--- config.mk ---
export PLATFORM = sky130hd
export DESIGN_NAME = sae_search_engine_flat
export DESIGN_NICKNAME = d
export VERILOG_FILES = /design/src/rtl/sae_search_engine_pkg.sv /design/src/rtl/sae_search_engine_if.sv /design/src/rtl/sae_search_engine_sae_accum.sv /design/src/rtl/sae_search_engine.sv /design/src/flat_wrapper.sv
export SDC_FILE = /design/constraint.sdc
export NUM_CORES = 1
export LEC_CHECK = 0
export ABC_AREA = 1
export BUFFER_PORTS_ARGS = -buffer_cell sky130_fd_sc_hd__buf_2
export CAP_MARGIN = 5
export CORE_UTILIZATION = 42
export CTS_CLUSTER_DIAMETER = 120
export DETAILED_ROUTE_END_ITERATION = 12
export PLACE_DENSITY = 0.55
export REMOVE_ABC_BUFFERS = 1
export SLEW_MARGIN = 30
export SYNTH_ARGS = -nofsm -noshare
export SYNTH_HDL_FRONTEND = slang
export SYNTH_SLANG_ARGS = --single-unit
--- constraint.sdc ---
create_clock -name clk -period 7.05 [get_ports clk]
set_input_delay 1.0575 -clock clk [delete_from_list [all_inputs] [get_ports clk]]
set_output_delay 1.0575 -clock clk [all_outputs]
set_load 0.02 [all_outputs]
--- src/rtl/sae_search_engine_pkg.sv ---
// Shared types and width helpers for the motion-vector SAE search engine.
// Holds the FSM encoding and the derived-width functions.
package mv_pkg;

    typedef enum logic [1:0] {
        IDLE     = 2'd0,
        LOAD_REF = 2'd1,
        SEARCH   = 2'd2,
        DONE     = 2'd3
    } state_t;

    function automatic int sae_w_f(input int pix_w, input int blk);
        return pix_w + 2 * $clog2(blk);
    endfunction

    function automatic int mv_w_f(input int range);
        return $clog2(2 * range);
    endfunction

    function automatic int cnt_w_f(input int mv_w);
        return 2 * mv_w + 1;
    endfunction

    function automatic int ncand_f(input int range);
        return (2 * range) * (2 * range);
    endfunction

    localparam int NCAND = ncand_f(4);

endpackage

--- src/rtl/sae_search_engine_if.sv ---
// Pixel stream handshake between the GPIO input wrapper and the engine.
// A pixel moves when s_valid and s_ready are both high at a clock edge.
interface sae_search_engine_if #(
    parameter int PIX_W = 8
);
    logic             s_valid;
    logic [PIX_W-1:0] s_data;
    logic             s_ready;

    modport master (output s_valid, output s_data, input s_ready);
    modport slave  (input s_valid, input s_data, output s_ready);
endinterface

--- src/rtl/sae_search_engine_sae_accum.sv ---
// Absolute-difference accumulator for one candidate block.
// sum is the value acc takes if the current pixel is accumulated.
module sae_accum #(
    parameter int PIX_W = 8,
    parameter int SAE_W = 12
) (
    input  logic             clk,
    input  logic             rst_n,
    input  logic             clr,
    input  logic             en,
    input  logic             freeze,
    input  logic [PIX_W-1:0] pix_a,
    input  logic [PIX_W-1:0] pix_b,
    output logic [SAE_W-1:0] acc,
    output logic [SAE_W-1:0] sum
);
    logic [PIX_W:0] diff;
    logic [PIX_W:0] absd;

    assign diff = {1'b0, pix_a} - {1'b0, pix_b};
    assign absd = diff[PIX_W] ? (~diff + 1'b1) : diff;
    assign sum  = acc + SAE_W'(absd);

    always_ff @(posedge clk or negedge rst_n) begin
        if (!rst_n) begin
            acc <= '0;
        end else if (clr) begin
            acc <= '0;
        end else if (en && !freeze) begin
            acc <= sum;
        end
    end
endmodule

--- src/rtl/sae_search_engine.sv ---
// Full-search block matcher: buffers a reference block, scores every
// candidate in the search window and reports the best motion vector.
module sae_search_engine
    import mv_pkg::*;
#(
    parameter  int PIX_W = 8,
    parameter  int BLK   = 4,
    parameter  int RANGE = 4,
    parameter  int MV_W  = mv_w_f(RANGE),
    localparam int SAE_W = sae_w_f(PIX_W, BLK),
    localparam int CNT_W = cnt_w_f(MV_W)
) (
    input  logic             clk,
    input  logic             rst_n,
    input  logic             start,
    input  logic             early_term_en,
    sae_search_engine_if.slave pix,
    output logic             busy,
    output logic             done,
    output logic [SAE_W-1:0] min_sae,
    output logic [MV_W-1:0]  motion_vec_x,
    output logic [MV_W-1:0]  motion_vec_y,
    output logic [CNT_W-1:0] pruned_cnt
);
    localparam int NPIX = BLK * BLK;
    localparam int PC_W = $clog2(NPIX);
    localparam logic [PC_W-1:0] LAST_PIX = PC_W'(NPIX - 1);
    localparam logic [MV_W-1:0] LAST_POS = MV_W'(2 * RANGE - 1);
    localparam logic [MV_W-1:0] OFS      = MV_W'(RANGE);

    state_t state_q, state_d;

    logic [PIX_W-1:0] ref_buf [NPIX];
    logic [PC_W-1:0]  pix_cnt;
    logic [MV_W-1:0]  cx, cy;
    logic [MV_W-1:0]  best_x, best_y;
    logic [SAE_W-1:0] cur_min;
    logic [SAE_W-1:0] acc, sum;
    logic [CNT_W-1:0] prn_run;
    logic             et_q;
    logic             pruned_q;

    logic fire, go, ld_fire, sr_fire;
    logic last_pix, last_cand, cand_end;
    logic prune_now, pruned_eff, upd;

    assign busy        = (state_q == LOAD_REF) || (state_q == SEARCH);
    assign pix.s_ready = busy;
    assign done        = (state_q == DONE);

    assign fire      = pix.s_valid && busy;
    assign go        = (state_q == IDLE) && start;
    assign ld_fire   = fire && (state_q == LOAD_REF);
    assign sr_fire   = fire && (state_q == SEARCH);
    assign last_pix  = (pix_cnt == LAST_PIX);
    assign last_cand = (cx == LAST_POS) && (cy == LAST_POS);
    assign cand_end  = sr_fire && last_pix;

    // Pruning looks at the running sum before this pixel, never pixel 0.
    assign prune_now  = et_q && sr_fire && (pix_cnt != '0) && (acc > cur_min);
    assign pruned_eff = pruned_q || prune_now;
    assign upd        = !pruned_eff && (sum < cur_min);

    sae_accum #(
        .PIX_W (PIX_W),
        .SAE_W (SAE_W)
    ) u_accum (
        .clk    (clk),
        .rst_n  (rst_n),
        .clr    (go || cand_end),
        .en     (sr_fire),
        .freeze (pruned_eff),
        .pix_a  (pix.s_data),
        .pix_b  (ref_buf[pix_cnt]),
        .acc    (acc),
        .sum    (sum)
    );

    always_ff @(posedge clk or negedge rst_n) begin
        if (!rst_n) state_q <= IDLE;
        else        state_q <= state_d;
    end

    always_comb begin
        state_d = state_q;
        unique case (state_q)
            IDLE:     if (start) state_d = LOAD_REF;
            LOAD_REF: if (ld_fire && last_pix) state_d = SEARCH;
            SEARCH:   if (cand_end && last_cand) state_d = DONE;
            DONE:     state_d = IDLE;
            default:  state_d = IDLE;
        endcase
    end

    always_ff @(posedge clk) begin
        if (ld_fire) ref_buf[pix_cnt] <= pix.s_data;
    end

    always_ff @(posedge clk or negedge rst_n) begin
        if (!rst_n) begin
            pix_cnt      <= '0;
            cx           <= '0;
            cy           <= '0;
            best_x       <= '0;
            best_y       <= '0;
            cur_min      <= '0;
            prn_run      <= '0;
            et_q         <= 1'b0;
            pruned_q     <= 1'b0;
            min_sae      <= '0;
            motion_vec_x <= '0;
            motion_vec_y <= '0;
            pruned_cnt   <= '0;
        end else if (go) begin
            pix_cnt  <= '0;
            cx       <= '0;
            cy       <= '0;
            best_x   <= '0;
            best_y   <= '0;
            cur_min  <= '1;
            prn_run  <= '0;
            et_q     <= early_term_en;
            pruned_q <= 1'b0;
        end else if (ld_fire) begin
            pix_cnt <= pix_cnt + 1'b1;
        end else if (sr_fire) begin
            pix_cnt <= pix_cnt + 1'b1;
            if (prune_now) pruned_q <= 1'b1;
            if (last_pix) begin
                pruned_q <= 1'b0;
                cx       <= cx + 1'b1;
                if (cx == LAST_POS) cy <= cy + 1'b1;
                if (upd) begin
                    cur_min <= sum;
                    best_x  <= cx;
                    best_y  <= cy;
                end
                if (pruned_eff) prn_run <= prn_run + 1'b1;
                // Results publish as the FSM enters DONE.
                if (last_cand) begin
                    min_sae      <= upd ? sum : cur_min;
                    motion_vec_x <= (upd ? cx : best_x) - OFS;
                    motion_vec_y <= (upd ? cy : best_y) - OFS;
                    pruned_cnt   <= prn_run + CNT_W'(pruned_eff);
                end
            end
        end
    end
endmodule

--- src/flat_wrapper.sv ---
// flat-port wrapper written by rule: the top's interface ports become plain ports
module sae_search_engine_flat import mv_pkg::*;
#(
    parameter  int PIX_W = 8,
    parameter  int BLK   = 4,
    parameter  int RANGE = 4,
    parameter  int MV_W  = mv_w_f(RANGE),
    localparam int SAE_W = sae_w_f(PIX_W, BLK),
    localparam int CNT_W = cnt_w_f(MV_W)
)
  (clk, rst_n, start, early_term_en, busy, done, min_sae, motion_vec_x, motion_vec_y, pruned_cnt, pix_s_valid, pix_s_data, pix_s_ready);
  sae_search_engine_if #(.PIX_W(PIX_W)) pix_i ();
  input  logic clk;
  input  logic rst_n;
  input  logic start;
  input  logic early_term_en;
  output logic busy;
  output logic done;
  output logic [SAE_W-1:0] min_sae;
  output logic [MV_W-1:0] motion_vec_x;
  output logic [MV_W-1:0] motion_vec_y;
  output logic [CNT_W-1:0] pruned_cnt;
  input wire logic [$bits(pix_i.s_valid)-1:0] pix_s_valid;
  input wire logic [$bits(pix_i.s_data)-1:0] pix_s_data;
  output wire logic [$bits(pix_i.s_ready)-1:0] pix_s_ready;
  assign pix_i.s_valid = pix_s_valid;
  assign pix_i.s_data = pix_s_data;
  assign pix_s_ready = pix_i.s_ready;
  sae_search_engine #(.PIX_W(PIX_W), .BLK(BLK), .RANGE(RANGE), .MV_W(MV_W)) u_core (.clk(clk), .rst_n(rst_n), .start(start), .early_term_en(early_term_en), .pix(pix_i), .busy(busy), .done(done), .min_sae(min_sae), .motion_vec_x(motion_vec_x), .motion_vec_y(motion_vec_y), .pruned_cnt(pruned_cnt));
endmodule
==> metrics.csv <==
stage,metric,value,unit
worst_setup_path,required time of the critical path,7.45,ns
placement,area post-placement,0.0111,mm2
routing,Met2 Wirelength,11500,um
clocking,CTS max path bufs,3,
clocking,CTS tree,built,
worst_setup_path,Startpoint Class,flop,
placement,Port Buffers,40,
routing,wire length per cell,16.7,um
placement,post-DP HPWL,17400,um
routing,Pre-Repair DR Iteration Count,5,
clocking,Num Clock Sinks,204,
worst_setup_path,Critical Path AT,6.61,ns
clocking,Post-CTS Setup Inserts,0,
clocking,worst skew pair latency,0.52,ns
cells_and_area,Syn-to-layout area delta,12.1,%
cells_and_area,NumNets Final,1263,
clocking,hold buffer count at cts,0,
clocking,clk slew on worst S/H paths,0.06,ns
global_route,GR Overflow Total,0,
die,IO Pins,41,
yosys,Post-synth EDFFs,128,
global_route,vias in the first global route,7518,
timing,Slew @ Worst Pin,0.976,ns
timing,final setup fails,0,
placement,RePlAce Congestion,0.860,
flow_run,Max-Cap Viols,0,
yosys,Ys Warns,0,
timing,Final Hold Vio Count,0,
global_route,pin count of the biggest net entering global routing,77,
yosys,post-synth cell types,38,
worst_setup_path,Crit Path Category,reg2reg,
routing,Met1 Routed Length,12600,um
run_status,status,"finished, final reports clean",
cells_and_area,Inserted Diodes,0,
routing,DR vias,8038,
yosys,Synth Cell Area,0.0106,mm2
clocking,CTS resizes,0,
worst_setup_path,max incr delay on CP,0.48,ns
timing,Slew HR,34.7,%
global_route,first-pass GRT wire length,40900,um
yosys,syn avg cell area,9.20,um2
cells_and_area,proportion of layout cells with a drive suffix above 1,9.12,%
timing,fin. max-slew vios,0,
routing,final wirelength,25600,um
yosys,asr flop ratio synth,37.3,%
yosys,Synth Instances,1157,
die,Die X-Extent,161,um
routing,First DRT Iteration DRCs,608,
die,Starting Density,43.2,%
global_route,total global-route track usage,19.9,%
timing,worst clock skew,0.0147,ns
timing,Tmin final,6.21,ns
timing,post-route worst setup slack,0.839,ns
die,die footprint,0.0260,mm2
yosys,register area share after synthesis,54.0,%
global_route,initial antenna violation count,0,
worst_setup_path,crit end category,flop,
cells_and_area,Final Cell Area,0.0119,mm2
clocking,H-tree levels,1,
min_path,HP Class,reg2reg,
worst_setup_path,most frequent CP cell,nand2_1,
clocking,Root Driver,clkbuf_16,
placement,dpl ws,0.692,ns
clocking,TritonCTS buffer count,23,
yosys,top_reg_cell synth,edfxtp_1,
worst_setup_path,Slowest cell on crit path,a21oi_1,
routing,vias per cell,5.25,
routing,met3 WL,1090,um
routing,post-route ant nets,0,
die,core area,0.0246,mm2
worst_setup_path,Max Fanout on Critical Path,18,
routing,# DRC,0,
routing,Top Metal Used,met4,
yosys,Synth Register Bits,204,
timing,Final period util,88.1,%
die,row count,57,
cells_and_area,fillers,2311,
die,die height,161,um
timing,Max Clock Freq,0.161,GHz
timing,RSZ-0062 raised after global routing,no,
[final cells by class]
class	count	area [um2]	area share, %
Clock inverter	12	140	1.17
Sequential cell	204	5750	48.2
Multi-Input combinational cell	785	4200	35.2
Timing Repair Buffer	54	324	2.72
Inverter	121	460	3.86
Tap cell	324	405	3.40
Clock buffer	30	652	5.46
[final timing paths]
check / from / end / slack (ns) / cells past startpoint
hold reg to reg: u_core.pruned_cnt[1] / u_core.pruned_cnt[1] / 0.46 / 2
max in group asynchronous: rst_n / u_core.pix_cnt[0] / 5.91 / 1
hold / removal: u_core.pruned_cnt[1] / u_core.pruned_cnt[1] / 0.46 / 2
setup / recovery: u_core.pix_cnt[1] / u_core.best_y[0] / 0.84 / 32
setup reg to reg: u_core.pix_cnt[1] / u_core.best_y[0] / 0.84 / 32
min in group asynchronous: rst_n / u_core.min_sae[11] / 0.56 / 1
[stage by stage]
step	TNS [ns]	util (%)	hold WS, ns	std cells
floorplan	-8.07	-	0.449	1110
global placement	0	45.2	0.454	1488
detailed placement	0	45.2	0.453	1488
CTS	0	48.4	0.468	1530
global route	0	48.5	0.483	1530
finish	0	48.5	0.462	1530
[sequential cells by signal, indices dropped and copies added (netlist names), 4 cells and up]
signal              cells
u_core.pix_cnt          4
u_core.cur_min         12
u_core.pruned_cnt       7
u_core.u_accum.acc     12
u_core.prn_run          7
u_core.ref_buf        128
u_core.min_sae         12
[kinds of logic (layout without fill, tap and decap cells)]
family / Yosys count / in the layout / share of synthesized area [%]
simple gates: 537 / 537 / 21.5
flops: 204 / 204 / 54.0
compound gates: 169 / 169 / 9.11
buf+inv: 168 / 217 / 6.63
fa+ha+maj: 61 / 61 / 7.31
xor+xnor: 18 / 18 / 1.48
[cell usage after synthesis, drive strengths merged (5+ instances only)]
library cell / number / area, um2
inv: 121 / 457
dfrtp: 76 / 1900
o22ai: 32 / 200
a22o: 14 / 123
a21oi: 33 / 165
xnor2: 5 / 43.8
nand2: 269 / 1020
nor2: 120 / 463
xor2: 13 / 114
nand4: 35 / 219
edfxtp: 128 / 3840
buf: 26 / 170
nand3: 101 / 510
clkbuf: 21 / 78.8
nor3: 8 / 40.0
ha: 59 / 738
o21ai: 82 / 422
[layer usage]
| metal | up-vias | track usage (%) |
|---|---|---|
| met3 | 31 | 2.80 |
| li1 | 3988 | - |
| met5 | - | 0 |
| met4 | 0 | 3.90 |
| met1 | 3877 | 29.8 |
| met2 | 142 | 31.0 |
[cell usage in the layout (no fill, tap or decap), drive strengths merged]
| cell | count |
|---|---|
| nand2 | 269 |
| edfxtp | 128 |
| inv | 121 |
| nor2 | 120 |
| nand3 | 101 |
| o21ai | 82 |
| dfrtp | 76 |
| ha | 59 |
| buf | 54 |
| nand4 | 35 |
| a21oi | 33 |
| o22ai | 32 |
| clkbuf | 30 |
| a22o | 14 |
| xor2 | 13 |
| nor3 | 8 |
| clkinv | 6 |
| xnor2 | 5 |
| clkinvlp | 3 |
| bufinv | 3 |
| or2 | 2 |
| o21bai | 2 |
| a21o | 2 |
| nand3b | 2 |
| fa | 2 |
| o21a | 1 |
| a22oi | 1 |
| o211ai | 1 |
| a211oi | 1 |
[worst max-delay path, delay by kind of cell, from the launching register on]
family                     cells  cell delay [ns]
buffers and inverters          6             1.28
xor gates and xnor gates       1             0.15
AOI/OAI and AO/OA              7             1.55
adders and majority gates      3             0.97
and+or+nand+nor               15             1.72
DFF                            1             0.39
Power is not shown: default switching activity piles up to over one toggle a cycle in this logic, so the estimate is an artifact.
